==> config.mk <==
export PLATFORM = sky130hd
export DESIGN_NAME = piso_32bit_flat
export DESIGN_NICKNAME = d
export VERILOG_FILES = /design/src/rtl/piso_32bit_if.sv /design/src/rtl/piso_32bit.sv /design/src/flat_wrapper.sv
export SDC_FILE = /design/constraint.sdc
export NUM_CORES = 1
export LEC_CHECK = 0
export ABC_AREA = 1
export CAP_MARGIN = 20
export CORE_MARGIN = 5
export CORE_UTILIZATION = 45
export DETAILED_ROUTE_END_ITERATION = 12
export PLACE_DENSITY = 0.71
export SLEW_MARGIN = 15
export SYNTH_ARGS = -nofsm -noshare
export SYNTH_HDL_FRONTEND = slang
export SYNTH_SLANG_ARGS = --single-unit
==> constraint.sdc <==
create_clock -name clk -period 3.5 [get_ports clk]
set_input_delay 0.35 -clock clk [delete_from_list [all_inputs] [get_ports clk]]
set_output_delay 0.35 -clock clk [all_outputs]
set_load 0.02 [all_outputs]
==> src/rtl/piso_32bit_if.sv <==
// Load/shift/serial-out bundle between the word producer, the PISO and the bit consumer.
interface piso_32bit_if #(
   parameter int WIDTH = 32
);
   logic [WIDTH-1:0] d;
   logic             load_valid;
   logic             load_ready;
   logic             shift_en;
   logic             sout;
   logic             sout_valid;
   logic             done;
   logic             busy;

   // Producer/consumer side: drives the word, the load request and the shift permission.
   modport master (
      output d, load_valid, shift_en,
      input  load_ready, sout, sout_valid, done, busy
   );

   // Transmitter side.
   modport slave (
      input  d, load_valid, shift_en,
      output load_ready, sout, sout_valid, done, busy
   );
endinterface

==> src/rtl/piso_32bit.sv <==
// Parallel-in/serial-out transmitter: takes one WIDTH-bit word on a load handshake
// and shifts it out one bit per permitted clock, then pulses done for one cycle.
module piso_32bit #(
   parameter int WIDTH     = 32,
   parameter bit LSB_FIRST = 1'b1
) (
   input  logic         clk,
   input  logic         reset,
   piso_32bit_if.slave  bus
);

   localparam int CW = $clog2(WIDTH) + 1;

   typedef enum logic [1:0] {
      IDLE  = 2'd0,
      SHIFT = 2'd1,
      DONE  = 2'd2
   } state_e;

   state_e           state_q;
   logic [WIDTH-1:0] shreg_q;
   logic [CW-1:0]    count_q;
   logic             sout_q;
   logic             sout_valid_q;
   logic             done_q;
   logic             busy_q;
   logic             load_ready_q;

   logic [WIDTH-1:0] shreg_d;
   logic             next_bit_d;
   logic             load_bit_d;

   // Shift toward the output end (zero-filled) and pick the bit that lands there next,
   // so sout can be registered alongside shreg instead of decoded from it.
   always_comb begin
      shreg_d    = '0;
      next_bit_d = 1'b0;
      load_bit_d = 1'b0;
      if (LSB_FIRST) begin
         shreg_d    = shreg_q >> 1;
         next_bit_d = shreg_q[1];
         load_bit_d = bus.d[0];
      end else begin
         shreg_d    = shreg_q << 1;
         next_bit_d = shreg_q[WIDTH-2];
         load_bit_d = bus.d[WIDTH-1];
      end
   end

   // Control FSM with all outputs registered; each branch sets the outputs for the state it enters.
   always_ff @(posedge clk or posedge reset) begin
      if (reset) begin
         state_q      <= IDLE;
         shreg_q      <= '0;
         count_q      <= '0;
         sout_q       <= 1'b0;
         sout_valid_q <= 1'b0;
         done_q       <= 1'b0;
         busy_q       <= 1'b0;
         load_ready_q <= 1'b1;
      end else begin
         case (state_q)
            IDLE: begin
               if (bus.load_valid) begin
                  state_q      <= SHIFT;
                  shreg_q      <= bus.d;
                  count_q      <= '0;
                  sout_q       <= load_bit_d;
                  sout_valid_q <= 1'b1;
                  busy_q       <= 1'b1;
                  load_ready_q <= 1'b0;
               end
            end
            SHIFT: begin
               // shift_en low holds everything, so the current bit is re-presented.
               if (bus.shift_en) begin
                  shreg_q <= shreg_d;
                  if (count_q == CW'(WIDTH - 1)) begin
                     // Last bit leaves now; count is parked at 0 so it never passes WIDTH-1.
                     state_q      <= DONE;
                     count_q      <= '0;
                     sout_q       <= 1'b0;
                     sout_valid_q <= 1'b0;
                     done_q       <= 1'b1;
                  end else begin
                     count_q <= count_q + CW'(1);
                     sout_q  <= next_bit_d;
                  end
               end
            end
            DONE: begin
               state_q      <= IDLE;
               done_q       <= 1'b0;
               busy_q       <= 1'b0;
               load_ready_q <= 1'b1;
            end
            default: begin
               state_q      <= IDLE;
               sout_q       <= 1'b0;
               sout_valid_q <= 1'b0;
               done_q       <= 1'b0;
               busy_q       <= 1'b0;
               load_ready_q <= 1'b1;
            end
         endcase
      end
   end

   assign bus.sout       = sout_q;
   assign bus.sout_valid = sout_valid_q;
   assign bus.done       = done_q;
   assign bus.busy       = busy_q;
   assign bus.load_ready = load_ready_q;

endmodule

==> src/flat_wrapper.sv <==
// flat-port wrapper written by rule: the top's interface ports become plain ports
module piso_32bit_flat 
#(
   parameter int WIDTH     = 32,
   parameter bit LSB_FIRST = 1'b1
)
  (clk, reset, bus_d, bus_load_valid, bus_shift_en, bus_load_ready, bus_sout, bus_sout_valid, bus_done, bus_busy);
  piso_32bit_if #(.WIDTH(WIDTH)) bus_i ();
  input  logic clk;
  input  logic reset;
  input wire logic [$bits(bus_i.d)-1:0] bus_d;
  input wire logic [$bits(bus_i.load_valid)-1:0] bus_load_valid;
  input wire logic [$bits(bus_i.shift_en)-1:0] bus_shift_en;
  output wire logic [$bits(bus_i.load_ready)-1:0] bus_load_ready;
  output wire logic [$bits(bus_i.sout)-1:0] bus_sout;
  output wire logic [$bits(bus_i.sout_valid)-1:0] bus_sout_valid;
  output wire logic [$bits(bus_i.done)-1:0] bus_done;
  output wire logic [$bits(bus_i.busy)-1:0] bus_busy;
  assign bus_i.d = bus_d;
  assign bus_i.load_valid = bus_load_valid;
  assign bus_i.shift_en = bus_shift_en;
  assign bus_load_ready = bus_i.load_ready;
  assign bus_sout = bus_i.sout;
  assign bus_sout_valid = bus_i.sout_valid;
  assign bus_done = bus_i.done;
  assign bus_busy = bus_i.busy;
  piso_32bit #(.WIDTH(WIDTH), .LSB_FIRST(LSB_FIRST)) u_core (.clk(clk), .reset(reset), .bus(bus_i));
endmodule
# Word level (Yosys, flattened, before mapping)
# Cells that the tools add are included.
op_classes:
  n_reduce_logical: 8
  addsub: 1
  n_mux: 25
  bitwise_logic: 3
  eq_ne: 6
ops:
  columns: ["op", "n"]
  rows:
  - ["$mux W32", 2]
  - ["$pmux W32 S2", 1]
  - ["$mux W6", 3]
  - ["$pmux W6 S2", 1]
  - ["$reduce_and A3 Y1", 4]
  - ["$mux W1", 9]
  - ["$add A6 B1 Y6 const B", 1]
  - ["$eq A6 B5 Y1 const B", 1]
  - ["$mux W2", 3]
  - ["$pmux W1 S2", 3]
  - ["$pmux W1 S3", 2]
  - ["$ne A2 B2 Y1 const B", 2]
  - ["$pmux W2 S2", 1]
  - ["$reduce_and A4 Y1", 1]
  - ["$not A1 Y1", 3]
  - ["$eq A2 B1 Y1 const B", 1]
  - ["$eq A2 B2 Y1 const B", 1]
  - ["$logic_not A2 Y1", 1]
  - ["$ne A2 B1 Y1 const B", 1]
  - ["$reduce_and A2 Y1", 1]
  - ["$reduce_bool A2 Y1", 1]
totals:
  register_bits: 45
  output_inout_bits: 5
  input_bits: 36

# Logic depth before layout (Yosys ltp)
depth:
  word_depth: 4
  ltp_mapped: 10
  mapped_depth_nobuf: 9

# Worst setup path before layout
# No wires, ideal clock.
synth_timing:
  kind: "register to register"
  startpoint: "register u_core.count_q[0]"
  endpoint: "register u_core.count_q[5]"
  setup_slack_ns: 2.192
  setup_ns: 0.119
  arrival_ns: 1.189
  period_less_slack_ns: 1.308
  path_buffers: 0
  stages_incl_launch_ff: 7
  required_time_ns: 3.381
  cell_sequence: "dfrtp_1 ha_1 nand3_1 o21ai_0 nand2_1 nand2_1 nor2_1"
synth_via:
  elab_chain_len: 4
synth_rtl:
  columns: ["item", "line", "source"]
  rows:
  - ["from (decl)", "piso_32bit.sv:22", "logic [CW-1:0] count_q;"]
  - ["from (signal assigned)", "piso_32bit.sv:86", "count_q <= count_q + CW'(1);"]
  - ["$add A6 B1 Y6 / $eq A6 B5 Y1 (equally long branches)", "piso_32bit.sv:86, piso_32bit.sv:78", null]
  - ["$mux W6 (*)", "piso_32bit.sv:78", "if (count_q == CW'(WIDTH - 1)) begin"]
  - ["$mux W6 (*)", "piso_32bit.sv:76", "if (bus.shift_en) begin"]
  - ["$pmux W6 S2 (*)", "piso_32bit.sv:62", "case (state_q)"]
# Mark *: on every way between the ends. The rest lies on a longest branch, timed or not. The select of a mux whose other input is x is not followed.
# A chain may end at the register's enable or synchronous reset.

# Worst setup path in the final report
layout_timing:
  startpoint: "register u_core.state_q[0]"
  endpoint: "register u_core.sout_q (netlist: u_core.bus.sout)"
layout_via:
  elab_chain_len: 3
layout_rtl:
  columns: ["item", "line", "source"]
  rows:
  - ["from (decl)", "piso_32bit.sv:20", "state_e state_q;"]
  - ["from (signal assigned)", "piso_32bit.sv:53", "state_q <= IDLE;"]
  - ["from (signal assigned)", "piso_32bit.sv:65", "state_q <= SHIFT;"]
  - ["from (signal assigned)", "piso_32bit.sv:80", "state_q <= DONE;"]
  - ["$eq A2 B1 Y1, or another cell as far along", "piso_32bit.sv:62", null]
  - ["$ne A2 B2 Y1 (no line) / $not A1 Y1 (equally long branches)", null, null]
  - ["$reduce_and A3 Y1 (no line)", null, null]
  - ["to (signal assigned)", "piso_32bit.sv:68", "sout_q <= load_bit_d;"]
  - ["to (signal assigned)", "piso_32bit.sv:87", "sout_q <= next_bit_d;"]
  - ["to (decl)", "piso_32bit.sv:23", "logic sout_q;"]
# Several ways; a longest one is shown, not always the timed one.

==> flow_summary.json <==
{
  "status": "finished clean",
  "num_vias": 1704,
  "utilization_pct": 56.08,
  "clk_latency_ps": 300,
  "insertedDiodeCount": 0,
  "arrival_ps": 2120,
  "grt_pass1_wl_um": 7376,
  "tightest_slew_ps": 695.4,
  "critPathMaxStageDelay_ps": 450,
  "clk_pin_slew_ps": 80,
  "clockPowerShare_pct": 20.3,
  "ys_types": 22,
  "synth_sequential_area_ratio_pct": 51.76,
  "clock-sinks": 44,
  "fillCellCount": 447,
  "rrSetupSlack_ps": 1620,
  "max_slew_margin_pct": 53.36,
  "setup-tns-final_ps": 0,
  "cts-root-buf": "clkbuf_8",
  "grt_util_all_layers_pct": 14.90,
  "drive_gt1_share_pct": 5.498,
  "p_int_uw": 1127,
  "numCtsBuffers": 5,
  "register_area_mm2": 0.001102,
  "fmax_ghz": 0.5320,
  "gr-total-overflow": 0,
  "synth_top_area_cell": "dfrtp_1",
  "ant_nets": 0,
  "hp-class": "in2async",
  "drv_cap": 0,
  "comb_power_share_pct": 33.5,
  "peakVddDrop_mv": 0.3645,
  "via_per_inst": 4.939,
  "yosysWarnings": 0,
  "finalSetupViolCount": 0,
  "cts_resized": 0,
  "slew_violations": 0,
  "antenna_found_initial": 0,
  "crit_chain": "nor2_2, nand2_4, nand2_4, inv_1, nor2_1, nand2_1, nand2_1",
  "cts_max_level": 2,
  "io_buffers": 40,
  "r2r_start": "u_core.state_q[0]$_DFFE_PP0P_",
  "netlist_area_mm2": 0.002130,
  "cts_tree": "done",
  "period_minus_slack_ps": 1880,
  "rows": 25,
  "grt_pass1_vias": 1697,
  "r2r_cells": 7,
  "startpoint_type": "register",
  "multi_input_area_um2": 782.0,
  "cts_buffer_depth": 2,
  "cp-end-kind": "register",
  "p_leak_uw": 0.001312,
  "finClkSkew_ps": 2.511,
  "rsz0062_at_grt": "no",
  "die_h_um": 78.79,
  "drt_first_pass_iters": 4,
  "ios": 41,
  "cts_setup_buffers": 0,
  "cts-hold-fix-buffers": 0,
  "cp_data_required_time_ps": 3740,
  "syn_avg_cell_area_um2": 8.384,
  "hpwlAfterDp_um": 2894,
  "worstReg2RegEnd": "u_core.bus.sout$_DFFE_PP0P_",
  "ys_top_cells_by_area": "dfrtp_1, nand2_1, o211ai_1",
  "routed_wl_um": 4104,
  "design.die.area_mm2": 0.006208,
  "timing.final.hold_violations": 0,
  "grt_max_degree": 70,
  "crit_type": "reg2reg",
  "p_sw_uw": 576.9,
  "switching_share_pct": 33.85,
  "crit_slowest_cell": "dfrtp_1",
  "nets": 327,
  "start_util_pct": 45.69,
  "period_share_pct": 53.71,
  "syn_nets": 291,
  "die_x_um": 78.79,
  "core_mm2": 0.004661,
  "synth_top_cell_area_share_pct": 50.53,
  "wl_per_cell_um": 11.90,
  "drtIter0Drc": 98,
  "crit_fanout": 69,
  "powerDensity_mw_per_mm2": 651.9,
  "area_growth_pct": 22.74,
  "place_congestion": 0.7621,
  "power_frac_seq_pct": 46.2,
  "ys_seq_elements": 44,
  "drc_errors": 0,
  "syn_inst": 254
}
==> worst max path at each step <==
| stage | start | endpoint | slack [ps] |
|---|---|---|---|
| floorplan | reset | u_core.bus.busy$_DFFE_PP0P_ | 2120 |
| global placement | bus_shift_en | u_core.bus.sout$_DFFE_PP0P_ | 1400 |
| detailed placement | bus_shift_en | u_core.bus.sout$_DFFE_PP0P_ | 1360 |
| CTS | u_core.state_q[0]$_DFFE_PP0P_ | u_core.bus.sout$_DFFE_PP0P_ | 1610 |
| global route | u_core.state_q[0]$_DFFE_PP0P_ | u_core.bus.sout$_DFFE_PP0P_ | 1420 |
| finish | u_core.state_q[0]$_DFFE_PP0P_ | u_core.bus.sout$_DFFE_PP0P_ | 1620 |
==> layer usage <==
layer | up-vias | track usage (%) | wire, um
li1 | 892 | - | -
met2 | 35 | 24.53 | 1784
met1 | 772 | 18.74 | 2032
met5 | - | 0 | 0
met4 | 0 | 5.769 | 76
met3 | 5 | 3.855 | 210
==> stage by stage <==
step	std cells	total power, uW	worst slack [ps]	instance area [um2]	hold slack [ps]
floorplan	254	1216	2121	2130	449.5
global placement	337	1355	1403	2514	460.5
detailed placement	337	1374	1363	2514	458.3
CTS	345	1724	1612	2614	389.0
global route	345	1853	1421	2614	428.4
finish	345	1704	1620	2614	377.5
==> flip-flops by register name, summed over array words and instances, names as in the netlist <==
register	count
u_core.state_q	2
u_core.bus.done	1
u_core.bus.load_ready	1
u_core.bus.busy	1
u_core.bus.sout	1
u_core.shreg_q	31
u_core.bus.sout_valid	1
u_core.count_q	6
==> logic make-up after synthesis <==
family | after synthesis | synth area share [%]
AND/OR/NAND/NOR | 95 | 18.57
flip-flops | 44 | 51.76
AO/OA/AOI/OAI | 62 | 17.57
buffers and inverters | 52 | 11.52
adder cells (fa/ha/maj) | 1 | 0.5875
==> synthesized netlist by cell type <==
cell type / count
buf_8: 1
dfrtp_1: 43
nand4_1: 1
o21ai_0: 24
inv_2: 2
nand3_1: 8
ha_1: 1
inv_1: 37
buf_6: 3
nand2_1: 67
dfstp_2: 1
nor3_1: 1
o211ai_1: 22
clkbuf_1: 2
a31oi_1: 7
a21oi_1: 6
buf_4: 3
nor2_1: 14
buf_2: 4
nor2_2: 1
o21ai_1: 3
nand2_4: 3
==> power by group through the flow <==
| stage | Clock, uW | Combinational [uW] | Sequential (uW) |
|---|---|---|---|
| 6_report | 346 | 570 | 788 |
| 3_5_place_dp | 0 | 576 | 798 |
| 2_1_floorplan | 0 | 411 | 804 |
| 4_1_cts | 357 | 579 | 788 |
| 5_1_grt | 373 | 672 | 809 |
| 3_3_place_gp | 0 | 560 | 795 |
==> final cells by class <==
type | instances | share of cell area [%]
inverters | 39 | 5.601
repair buffers | 42 | 15.89
well taps | 54 | 2.585
flip-flops and latches | 44 | 42.17
multi-input cells | 158 | 29.92
clock buffers | 8 | 3.830
==> critical path: cells and delay by family (launching register included) <==
family	cells	cell delay [ps]
and+or+nand+nor	6	1130
DFF	1	450
buffers and inverters	1	220
==> placed cells by master, fill, tap and decap left out, types with 2 or more instances in the layout <==
master            n
inv_1            36
dfrtp_1          43
nand3_1           8
o21ai_0          24
nand2_1          67
clkdlybuf4s50_1  40
a31oi_1           7
buf_4             2
a21oi_1           6
o211ai_1         22
nor2_1           14
clkbuf_8          7
nand2_4           3
inv_2             2
o21ai_1           3
(Power assumes the default switching activity.)
